**src/rtl/alu_station_pkg.sv**
```systemverilog
// Shared op encoding for the ALU reservation station and its users.
package alu_station_pkg;

    typedef enum logic [4:0] {
        ADDI, SLTI, SLTIU, XORI, ORI, ANDI, SLLI, SRLI, SRAI,
        ADD, SUB, SLL, SLT, SLTU, XOR, SRL, SRA, OR, AND, LUI, AUIPC
    } instr_name_t;

endpackage

```
**src/rtl/alu_station_if.sv**
```systemverilog
// Issue, CDB snoop and exec-port signals of the ALU reservation station.
interface alu_station_if #(
    parameter int unsigned XLEN = 32,
    parameter int unsigned TAGW = 6
) ();
    import alu_station_pkg::*;

    logic              iss_valid;
    logic              iss_ready;
    instr_name_t       iss_instr;
    logic [TAGW-1:0]   iss_tag_1;
    logic [TAGW-1:0]   iss_tag_2;
    logic [XLEN-1:0]   iss_data_1;
    logic [XLEN-1:0]   iss_data_2;
    logic [XLEN-1:0]   iss_imm;
    logic [XLEN-1:0]   iss_addr;
    logic [TAGW-1:0]   iss_dst_tag;

    logic              cdb_valid;
    logic [TAGW-1:0]   cdb_tag;
    logic [XLEN-1:0]   cdb_data;

    logic              ex_valid;
    logic              ex_ready;
    instr_name_t       ex_instr;
    logic [XLEN-1:0]   ex_data_1;
    logic [XLEN-1:0]   ex_data_2;
    logic [XLEN-1:0]   ex_imm;
    logic [XLEN-1:0]   ex_addr;
    logic [TAGW-1:0]   ex_dst_tag;

    modport master (
        output iss_valid, iss_instr, iss_tag_1, iss_tag_2, iss_data_1, iss_data_2,
               iss_imm, iss_addr, iss_dst_tag, cdb_valid, cdb_tag, cdb_data, ex_ready,
        input  iss_ready, ex_valid, ex_instr, ex_data_1, ex_data_2, ex_imm, ex_addr,
               ex_dst_tag
    );

    modport slave (
        input  iss_valid, iss_instr, iss_tag_1, iss_tag_2, iss_data_1, iss_data_2,
               iss_imm, iss_addr, iss_dst_tag, cdb_valid, cdb_tag, cdb_data, ex_ready,
        output iss_ready, ex_valid, ex_instr, ex_data_1, ex_data_2, ex_imm, ex_addr,
               ex_dst_tag
    );

endinterface

```
**src/rtl/alu_station.sv**
```systemverilog
// Reservation station for the integer ALU: age-ordered compacting queue with CDB
// wakeup, feeding a 1-deep registered exec port with the oldest ready op.
module alu_station
    import alu_station_pkg::*;
#(
    parameter int unsigned XLEN  = 32,
    parameter int unsigned DEPTH = 4,
    parameter int unsigned TAGW  = 6
) (
    input  logic                         clk,
    input  logic                         reset,
    input  logic                         flush,
    alu_station_if.slave                 bus,
    output logic [$clog2(DEPTH+1)-1:0]   count
);

    localparam int unsigned CW = $clog2(DEPTH + 1);

    typedef struct packed {
        instr_name_t     instr;
        logic [TAGW-1:0] tag_1;
        logic [TAGW-1:0] tag_2;
        logic [XLEN-1:0] data_1;
        logic [XLEN-1:0] data_2;
        logic [XLEN-1:0] imm;
        logic [XLEN-1:0] addr;
        logic [TAGW-1:0] dst_tag;
    } entry_t;

    entry_t          q_q [DEPTH];
    entry_t          q_d [DEPTH];
    logic [CW-1:0]   count_q, count_d;

    logic            ex_valid_q, ex_valid_d;
    instr_name_t     ex_instr_q, ex_instr_d;
    logic [XLEN-1:0] ex_data_1_q, ex_data_1_d;
    logic [XLEN-1:0] ex_data_2_q, ex_data_2_d;
    logic [XLEN-1:0] ex_imm_q, ex_imm_d;
    logic [XLEN-1:0] ex_addr_q, ex_addr_d;
    logic [TAGW-1:0] ex_dst_tag_q, ex_dst_tag_d;

    // Candidate list: queue after this cycle's snoop, incoming op placed at slot count_q.
    entry_t          cand   [DEPTH+1];
    logic            cand_v [DEPTH];
    entry_t          inc;
    entry_t          sel_e;
    logic            iss_fire;
    logic            ex_free;
    logic            sel_found;
    int              sel_idx;

    function automatic entry_t snoop(entry_t e, logic v, logic [TAGW-1:0] t,
                                     logic [XLEN-1:0] d);
        entry_t r;
        r = e;
        if (v && (t != '0)) begin
            if (r.tag_1 == t) begin
                r.tag_1  = '0;
                r.data_1 = d;
            end
            if (r.tag_2 == t) begin
                r.tag_2  = '0;
                r.data_2 = d;
            end
        end
        return r;
    endfunction

    always_comb begin
        iss_fire = bus.iss_valid && (count_q < CW'(DEPTH));
        ex_free  = !ex_valid_q || bus.ex_ready;

        inc.instr   = bus.iss_instr;
        inc.tag_1   = bus.iss_tag_1;
        inc.tag_2   = bus.iss_tag_2;
        inc.data_1  = bus.iss_data_1;
        inc.data_2  = bus.iss_data_2;
        inc.imm     = bus.iss_imm;
        inc.addr    = bus.iss_addr;
        inc.dst_tag = bus.iss_dst_tag;

        for (int i = 0; i < DEPTH; i++) begin
            if (i < int'(count_q)) begin
                cand[i]   = snoop(q_q[i], bus.cdb_valid, bus.cdb_tag, bus.cdb_data);
                cand_v[i] = 1'b1;
            end else begin
                cand[i]   = snoop(inc, bus.cdb_valid, bus.cdb_tag, bus.cdb_data);
                cand_v[i] = iss_fire && (i == int'(count_q));
            end
        end
        cand[DEPTH] = '0;

        sel_found = 1'b0;
        sel_idx   = 0;
        for (int i = 0; i < DEPTH; i++) begin
            if (ex_free && !sel_found && cand_v[i] &&
                (cand[i].tag_1 == '0) && (cand[i].tag_2 == '0)) begin
                sel_found = 1'b1;
                sel_idx   = i;
            end
        end
        sel_e = cand[sel_idx];

        // Close the gap left by the dispatched entry so index 0 stays oldest.
        for (int j = 0; j < DEPTH; j++) begin
            q_d[j] = (sel_found && (j >= sel_idx)) ? cand[j+1] : cand[j];
        end

        count_d = count_q + {{(CW-1){1'b0}}, iss_fire} - {{(CW-1){1'b0}}, sel_found};
    end

    always_comb begin
        ex_valid_d   = ex_valid_q && !bus.ex_ready;
        ex_instr_d   = ex_instr_q;
        ex_data_1_d  = ex_data_1_q;
        ex_data_2_d  = ex_data_2_q;
        ex_imm_d     = ex_imm_q;
        ex_addr_d    = ex_addr_q;
        ex_dst_tag_d = ex_dst_tag_q;
        if (sel_found) begin
            ex_valid_d   = 1'b1;
            ex_instr_d   = sel_e.instr;
            ex_data_1_d  = sel_e.data_1;
            ex_data_2_d  = sel_e.data_2;
            ex_imm_d     = sel_e.imm;
            ex_addr_d    = sel_e.addr;
            ex_dst_tag_d = sel_e.dst_tag;
        end
    end

    // Slots at or beyond count are dead, so flush only needs to clear count.
    always_ff @(posedge clk or posedge reset) begin
        if (reset) begin
            for (int i = 0; i < DEPTH; i++) begin
                q_q[i] <= '0;
            end
        end else begin
            for (int i = 0; i < DEPTH; i++) begin
                q_q[i] <= q_d[i];
            end
        end
    end

    always_ff @(posedge clk or posedge reset) begin
        if (reset) begin
            count_q      <= '0;
            ex_valid_q   <= 1'b0;
            ex_instr_q   <= ADDI;
            ex_data_1_q  <= '0;
            ex_data_2_q  <= '0;
            ex_imm_q     <= '0;
            ex_addr_q    <= '0;
            ex_dst_tag_q <= '0;
        end else if (flush) begin
            count_q      <= '0;
            ex_valid_q   <= 1'b0;
            ex_instr_q   <= ADDI;
            ex_data_1_q  <= '0;
            ex_data_2_q  <= '0;
            ex_imm_q     <= '0;
            ex_addr_q    <= '0;
            ex_dst_tag_q <= '0;
        end else begin
            count_q      <= count_d;
            ex_valid_q   <= ex_valid_d;
            ex_instr_q   <= ex_instr_d;
            ex_data_1_q  <= ex_data_1_d;
            ex_data_2_q  <= ex_data_2_d;
            ex_imm_q     <= ex_imm_d;
            ex_addr_q    <= ex_addr_d;
            ex_dst_tag_q <= ex_dst_tag_d;
        end
    end

    assign count          = count_q;
    assign bus.iss_ready  = count_q < CW'(DEPTH);
    assign bus.ex_valid   = ex_valid_q;
    assign bus.ex_instr   = ex_instr_q;
    assign bus.ex_data_1  = ex_data_1_q;
    assign bus.ex_data_2  = ex_data_2_q;
    assign bus.ex_imm     = ex_imm_q;
    assign bus.ex_addr    = ex_addr_q;
    assign bus.ex_dst_tag = ex_dst_tag_q;

endmodule

```
**src/flat_wrapper.sv**
```systemverilog
// flat-port wrapper written by rule: the top's interface ports become plain ports
module alu_station_flat import alu_station_pkg::*;
#(
    parameter int unsigned XLEN  = 32,
    parameter int unsigned DEPTH = 4,
    parameter int unsigned TAGW  = 6
)
  (clk, reset, flush, count, bus_iss_valid, bus_iss_instr, bus_iss_tag_1, bus_iss_tag_2, bus_iss_data_1, bus_iss_data_2, bus_iss_imm, bus_iss_addr, bus_iss_dst_tag, bus_cdb_valid, bus_cdb_tag, bus_cdb_data, bus_ex_ready, bus_iss_ready, bus_ex_valid, bus_ex_instr, bus_ex_data_1, bus_ex_data_2, bus_ex_imm, bus_ex_addr, bus_ex_dst_tag);
  alu_station_if #(.XLEN(XLEN), .TAGW(TAGW)) bus_i ();
  input  logic clk;
  input  logic reset;
  input  logic flush;
  output logic [$clog2(DEPTH+1)-1:0] count;
  input wire logic [$bits(bus_i.iss_valid)-1:0] bus_iss_valid;
  input wire logic [$bits(bus_i.iss_instr)-1:0] bus_iss_instr;
  input wire logic [$bits(bus_i.iss_tag_1)-1:0] bus_iss_tag_1;
  input wire logic [$bits(bus_i.iss_tag_2)-1:0] bus_iss_tag_2;
  input wire logic [$bits(bus_i.iss_data_1)-1:0] bus_iss_data_1;
  input wire logic [$bits(bus_i.iss_data_2)-1:0] bus_iss_data_2;
  input wire logic [$bits(bus_i.iss_imm)-1:0] bus_iss_imm;
  input wire logic [$bits(bus_i.iss_addr)-1:0] bus_iss_addr;
  input wire logic [$bits(bus_i.iss_dst_tag)-1:0] bus_iss_dst_tag;
  input wire logic [$bits(bus_i.cdb_valid)-1:0] bus_cdb_valid;
  input wire logic [$bits(bus_i.cdb_tag)-1:0] bus_cdb_tag;
  input wire logic [$bits(bus_i.cdb_data)-1:0] bus_cdb_data;
  input wire logic [$bits(bus_i.ex_ready)-1:0] bus_ex_ready;
  output wire logic [$bits(bus_i.iss_ready)-1:0] bus_iss_ready;
  output wire logic [$bits(bus_i.ex_valid)-1:0] bus_ex_valid;
  output wire logic [$bits(bus_i.ex_instr)-1:0] bus_ex_instr;
  output wire logic [$bits(bus_i.ex_data_1)-1:0] bus_ex_data_1;
  output wire logic [$bits(bus_i.ex_data_2)-1:0] bus_ex_data_2;
  output wire logic [$bits(bus_i.ex_imm)-1:0] bus_ex_imm;
  output wire logic [$bits(bus_i.ex_addr)-1:0] bus_ex_addr;
  output wire logic [$bits(bus_i.ex_dst_tag)-1:0] bus_ex_dst_tag;
  assign bus_i.iss_valid = bus_iss_valid;
  assign bus_i.iss_instr = bus_iss_instr;
  assign bus_i.iss_tag_1 = bus_iss_tag_1;
  assign bus_i.iss_tag_2 = bus_iss_tag_2;
  assign bus_i.iss_data_1 = bus_iss_data_1;
  assign bus_i.iss_data_2 = bus_iss_data_2;
  assign bus_i.iss_imm = bus_iss_imm;
  assign bus_i.iss_addr = bus_iss_addr;
  assign bus_i.iss_dst_tag = bus_iss_dst_tag;
  assign bus_i.cdb_valid = bus_cdb_valid;
  assign bus_i.cdb_tag = bus_cdb_tag;
  assign bus_i.cdb_data = bus_cdb_data;
  assign bus_i.ex_ready = bus_ex_ready;
  assign bus_iss_ready = bus_i.iss_ready;
  assign bus_ex_valid = bus_i.ex_valid;
  assign bus_ex_instr = bus_i.ex_instr;
  assign bus_ex_data_1 = bus_i.ex_data_1;
  assign bus_ex_data_2 = bus_i.ex_data_2;
  assign bus_ex_imm = bus_i.ex_imm;
  assign bus_ex_addr = bus_i.ex_addr;
  assign bus_ex_dst_tag = bus_i.ex_dst_tag;
  alu_station #(.XLEN(XLEN), .DEPTH(DEPTH), .TAGW(TAGW)) u_core (.clk(clk), .reset(reset), .flush(flush), .bus(bus_i), .count(count));
endmodule
```
**config.mk**
```make
export PLATFORM = sky130hd
export DESIGN_NAME = alu_station_flat
export DESIGN_NICKNAME = d
export VERILOG_FILES = /design/src/rtl/alu_station_pkg.sv /design/src/rtl/alu_station_if.sv /design/src/rtl/alu_station.sv /design/src/flat_wrapper.sv
export SDC_FILE = /design/constraint.sdc
export NUM_CORES = 2
export LEC_CHECK = 0
export CAP_MARGIN = 20
export CORE_MARGIN = 4
export CORE_UTILIZATION = 44
export CTS_BUF_LIST = sky130_fd_sc_hd__clkbuf_8
export DETAILED_ROUTE_END_ITERATION = 10
export HOLD_SLACK_MARGIN = 0.03
export PLACE_DENSITY = 0.7
export SYNTH_ARGS = -nofsm -noshare
export SYNTH_HDL_FRONTEND = slang
export SYNTH_SLANG_ARGS = --single-unit
```
**constraint.sdc**
```tcl
create_clock -name clk -period 49.3 [get_ports clk]
set_input_delay 12.325 -clock clk [delete_from_list [all_inputs] [get_ports clk]]
set_output_delay 12.325 -clock clk [all_outputs]
set_load 0.01 [all_outputs]
```
## Yosys cells after proc, flatten, opt, wreduce, memory -nomap -nowiden

Cells that the tools add are included.

| storage, ports and cells | value |
|---|---|
| output and inout port bits | 144 |
| flip-flop bits (word level) | 747 |
| bits of input ports | 195 |
| word-level logic and storage cells | 171 |

| cells by class | value |
|---|---|
| reduce and logical (&&, ||, !) cells | 43 |
| eq/ne operators | 13 |
| bitwise operators | 1 |
| $lt $le $gt $ge | 10 |
| $add $sub $neg | 2 |
| muxes and demuxes | 62 |

Operator list:

| operator | count |
|---|---|
| $mux 151 | 10 |
| $mux 32 | 18 |
| $bmux 151 s3 | 1 |
| $mux 76 | 5 |
| $mux 6 | 12 |
| $eq 6x6->1 | 10 |
| $logic_not 6->1 | 8 |
| $ge 32x4->1 const B | 1 |
| $not 2->32 | 1 |
| $logic_and 1x1->1 | 26 |
| $mux 1 | 11 |
| $mux 5 | 2 |
| $eq 3x3->1 const A | 2 |
| $lt 1x3->1 const A | 2 |
| $lt 2x3->1 const A | 2 |
| $reduce_bool 6->1 | 1 |
| $logic_not 1->1 | 5 |
| $ge 1x2->1 const A | 2 |
| $ge 2x2->1 const A | 2 |
| $mux 2 | 2 |
| $add 3x1->3 | 1 |
| $eq 2x3->1 const A | 1 |
| $logic_not 3->1 | 1 |
| $lt 3x3->1 const B | 1 |
| other kinds (4) | 4 |

## Logic depth before layout (Yosys ltp)

| depth | value |
|---|---|
| depth in word-level cells | 32 |
| gate-level depth with buffers | 24 |
| depth with buffers taken out | 15 |

## Worst setup path before layout

OpenSTA, ideal clock, no wires.

| timing path | value |
|---|---|
| kind | in2reg |
| start | input port bus_cdb_tag[1] |
| end | register u_core.count_q[2], in the netlist u_core.count[2] |
| buffers on the path | 5 |
| data arrival time | 16.086 ns |
| stages on the path | 19 |
| slack | 33.095 ns |
| cell sequence | buf_4 -> xor2_1 -> nor4_4 -> nand4_4 -> a2111oi_4 -> a41oi_2 -> or4_1 -> buf_2 -> nand4_1 -> buf_2 -> buf_2 -> buf_2 -> ha_1 -> inv_1 -> ha_1 -> inv_1 -> fa_1 -> xnor2_1 -> nor2_1 |

| between the ends | value |
|---|---|
| cells in the longest elaborated chain, start to end | 28 |
| elaborated cells between the ends (all ways) | 62 |
| those cells by class | add/sub (1); eq/ne (10); mux (24); reduce/logical (27) |

RTL lines:

| item | line | RTL |
|---|---|---|
| start: declaration | flat_wrapper.sv:24 | `input wire logic [$bits(bus_i.cdb_tag)-1:0] bus_cdb_tag;` |
| $eq 6x6->1 / $reduce_bool 6->1 (equally long branches) | alu_station.sv:57, alu_station.sv:56 |  |
| $mux 6 / $logic_and 1x1->1 (equally long branches) | alu_station.sv:57, alu_station.sv:56 |  |
| $mux 76 | alu_station.sv:56 | `if (v && (t != '0)) begin` |
| $mux 151 | alu_station.sv:83 | `if (i < int'(count_q)) begin` |
| $logic_not 6->1 | alu_station.sv:97 | `(cand[i].tag_1 == '0) && (cand[i].tag_2 == '0)) begin` |
| $logic_and 1x1->1 | alu_station.sv:96 | `if (ex_free && !sel_found && cand_v[i] &&` |
| $logic_and 1x1->1 | alu_station.sv:97 |  |
| $mux 1 | alu_station.sv:96 |  |
| [... 10 more ...] | - |  |
| $logic_and 1x1->1 | alu_station.sv:97 |  |
| $mux 1 | alu_station.sv:96 |  |
| $logic_not 1->1 | alu_station.sv:96 |  |
| $logic_and 1x1->1 (3 in a row) | alu_station.sv:96 |  |
| $logic_and 1x1->1 | alu_station.sv:97 |  |
| $mux 1 (*) | alu_station.sv:96 |  |
| $sub 3x1->3 (*) | alu_station.sv:109 | `count_d = count_q + {{(CW-1){1'b0}}, iss_fire} - {{(CW-1){1'b0}}, sel_found};` |
| $mux 3 (*) | alu_station.sv:154 | `end else if (flush) begin` |
| end signal: assignment | alu_station.sv:164 | `count_q <= count_d;` |
| end: declaration | alu_station.sv:32 | `logic [CW-1:0] count_q, count_d;` |

Every way passes the cells marked *; elsewhere a longest branch is shown, timed or not.
A chain may end at the register's enable or synchronous reset.

==> impl_results.md <==
* RSZ-0062 raised after global routing: false
* Max_slew headroom at 15.1%
* Synth Cell Area at 0.0408 mm2
* Initial Util at 44.5%
* Primary FF master, synth: dfrtp_1
* Cells after Synth at 4,564
* Global-route usage over all layers at 29.3%
* Setup Viol. Count Final at 0
* Fin. max-slew vios at 0
* Most frequent cells in the layout: 746 x dfrtp_1, 701 x nor2_1, 510 x nand2_1, 338 x clkdlybuf4s50_1, 310 x mux2i_1
* Cts hold-fix bufs at 0
* Hold depth at 2
* Cell family with most CP delay: simple AND/OR/NAND/NOR gates
* Pin count of the biggest net entering global routing at 217
* Static leakage at 20.1 nW
* Share of cells above drive strength 1 at 9.25%
* Critical-path maximum fanout at 57
* EDFF count, synth at 0
* Fraction of registers with async set/reset at 100%
* FMAX at 52.3 MHz
* DR pass1 iterations at 9
* Minimum clock period at 19.11 ns
* Pre-CTS setup slack at 29.54 ns
* Die height at 313 um
* Critical path buffer and inverter count at 3
* Input/output buffers at 338
* Mapped Avg Cell Area at 8.94 um2
* H-tree depth at 4
* Final ANT Viol Nets at 0
* IO Count at 339
* Final GP Congestion at 0.925
* Worst EP arrival at 19.74 ns
* Post-Syn Nets at 4,764
* R2r setup slk at 41.60 ns
* Setup_tns at 0 ns
* Critical path launch point type: primary input
* # fillers at 8,506
* CTS tree: yes
* Post-CTS Resized at 0
* Setup CP Type: primary input to flip-flop
* Vias in the first global route at 37,403
* Routed length per instance at 24.6 um
* Post-synth cell types at 65
* DRT iter0 DRCs at 4,930
* Cell Pwr Density at 57.6 mW/mm2
* Worst Tran Pin Value at 1.27 ns
* Final worst slack at 30.19 ns
* Nets at 4,867
* Final hold violation count at 0
* Later-pin clock latency in the skew report at 0.83 ns
* HPWL Detailed at 82.0 mm
* Syn. warnings at 0
* Antenna violations before repair at 19
* Min-delay worst type: flip-flop to flip-flop
* Final Skew at 0.0450 ns
* Peak supply drop at 40.4 uV
* Hold path startpoint: u_core.bus.ex_data_1[21]$_DFFE_PP0P_
* FF+latch count, synth at 747
* Clock Sinks at 747
* Commonest non-fill, non-tap cell in the layout: dfrtp_1
* Max incr delay on CP at 0.88 ns
* Sequential share of the synthesized area at 45.8%
* Max-cap violations at 0
* Worst r2r path cells at 12
* Vias at 37,936
* Synth-to-Final Area Change at 15.6%
* Post-CTS setup buffer count at 0
* Die ar. at 0.0977 mm2
* GRT overflow at 0
* Non-filler cells, final at 6,021
* Worst Setup SP: bus_cdb_tag[0]
* Area of the core at 0.0918 mm2
* Critical path depth at 13
* End of the worst hold path: u_core.bus.ex_data_1[21]$_DFFE_PP0P_
* DRC violations left at 0
* Final worst-path cycle share at 38.8%
* R2r endpoint: u_core.q_q[199]$_DFF_PP0_
* Dpl cells at 5,775
* Chip Width at 313 um
* CP Cell Sequence: clkdlybuf4s50_1, or4_1, o31a_1, nand4_4, buf_4, o31ai_1, a32oi_1, or4_4, nand3_4, nand2_4, and2_2, buf_4, a21oi_1
* Worst-path clk slew at 0.06 ns
* Critical Path End Type: flip-flop
* Clock buffer depth at 3
* Critical path's slowest cell: nand3_4
* Required time worst endpoint at 49.94 ns
* Startpoint of the worst register-to-register path: u_core.count[2]$_DFF_PP0_
* Crit-path most repeated cell: buf_4
* # rows at 111
* Detailed Route WL at 148 mm
* TritonCTS buffer count at 132
* Via/cell ratio at 6.30
* CTS root buffer: clkbuf_8
* First-pass GRT wire length at 225 mm
* Outcome: completed
[cell type report]
class	count	area [um2]	share of cell area, %
multi-input cells	3219	19700	41.7
flip-flops and latches	747	18700	39.6
repair buffers	409	3950	8.37
clock buffers	171	2350	4.99
well taps	1243	1560	3.29
inverters	158	603	1.28
clock inverters	62	317	0.671
diodes	12	30.0	0.0636
[routing by layer]
metal / vias up / track usage (%) / routed length [um]
met5: - / 0 / 80
met4: 12 / 12.9 / 5620
met3: 423 / 7.33 / 16000
met2: 2337 / 46.2 / 68000
met1: 18601 / 38.3 / 58400
li1: 16563 / - / -
[cell families after synthesis]
kind of cell / synth area share (%)
adders and majority gates: 0.172
muxes: 11.2
and+or+nand+nor: 13.9
DFF: 45.8
buffers and inverters: 6.48
AOI/OAI and AO/OA: 21.1
xor gates and xnor gates: 1.31
[state kept, by name, summed over array words and instances (netlist names)]
name and count:
u_core.q_q 604, u_core.bus.ex_data_2 32, u_core.bus.ex_valid 1, u_core.bus.ex_data_1 32, u_core.bus.ex_dst_tag 6, u_core.bus.ex_instr 5
u_core.bus.ex_addr 32, u_core.count 3, u_core.bus.ex_imm 32
[tightest hold or removal path: cells and delay by family, from the launching register on]
| family | cells | cell delay, ns |
|---|---|---|
| DFF | 1 | 0.34 |
| and+or+nand+nor | 2 | 0.12 |
[power breakdown]
group	switching, mW	internal [mW]
Sequential	0.154	0.856
Clock	0.272	0.316
Combinational	0.729	0.393
Total	1.16	1.56
[worst max path at each step]
stage                                                   end  slack (ns)
after CTS                         u_core.q_q[199]$_DFF_PP0_       30.39
after detailed placement          u_core.q_q[185]$_DFF_PP0_       29.54
final                             u_core.q_q[199]$_DFF_PP0_       30.19
after global routing              u_core.q_q[214]$_DFF_PP0_       30.04
after floorplan           u_core.bus.ex_addr[0]$_DFFE_PP0P_       16.01
after global placement            u_core.q_q[182]$_DFF_PP0_       29.62
[synthesized netlist by cell type (all sizes together) (3+ instances only)]
cell    count  area share, %
a222oi     64            1.6
or4         9           0.17
o32a       72            1.8
dfrtp     747             46
nand4      14           0.32
o22ai     183            2.8
inv       158            1.5
a32oi      35           0.75
xnor2      27           0.58
o211ai     35           0.64
xor2       34           0.73
buf       244            3.2
a22o       32           0.69
mux2      128            3.5
a211o       3          0.064
a21oi     218            2.7
o21ai     381            4.7
mux2i     313            7.7
nand2     514            4.7
nor4       11           0.26
a221oi      8           0.19
and2        8           0.12
a22oi      75            1.4
ha          4           0.12
or3         8           0.12
nand3      45           0.58
o221ai     79            1.7
clkbuf    196            1.8
o31ai       9           0.22
a211oi      3          0.080
a31oi      91            1.4
nor2      704            6.5
a221o       8           0.20
or2         7           0.11
nor3       80           0.98
[per-stage QoR]
stage	power [mW]	utilization (%)	instance area [um2]	hold WS, ns
3_5_place_dp	2.10	48.4	44500	0.483
6_report	2.72	51.4	47200	0.488
3_3_place_gp	2.06	48.4	44500	0.478
2_1_floorplan	1.78	-	40800	0.478
5_1_grt	2.87	51.4	47200	0.505
4_1_cts	2.69	51.4	47100	0.496
Note: power is estimated with default switching activity, not from simulation.
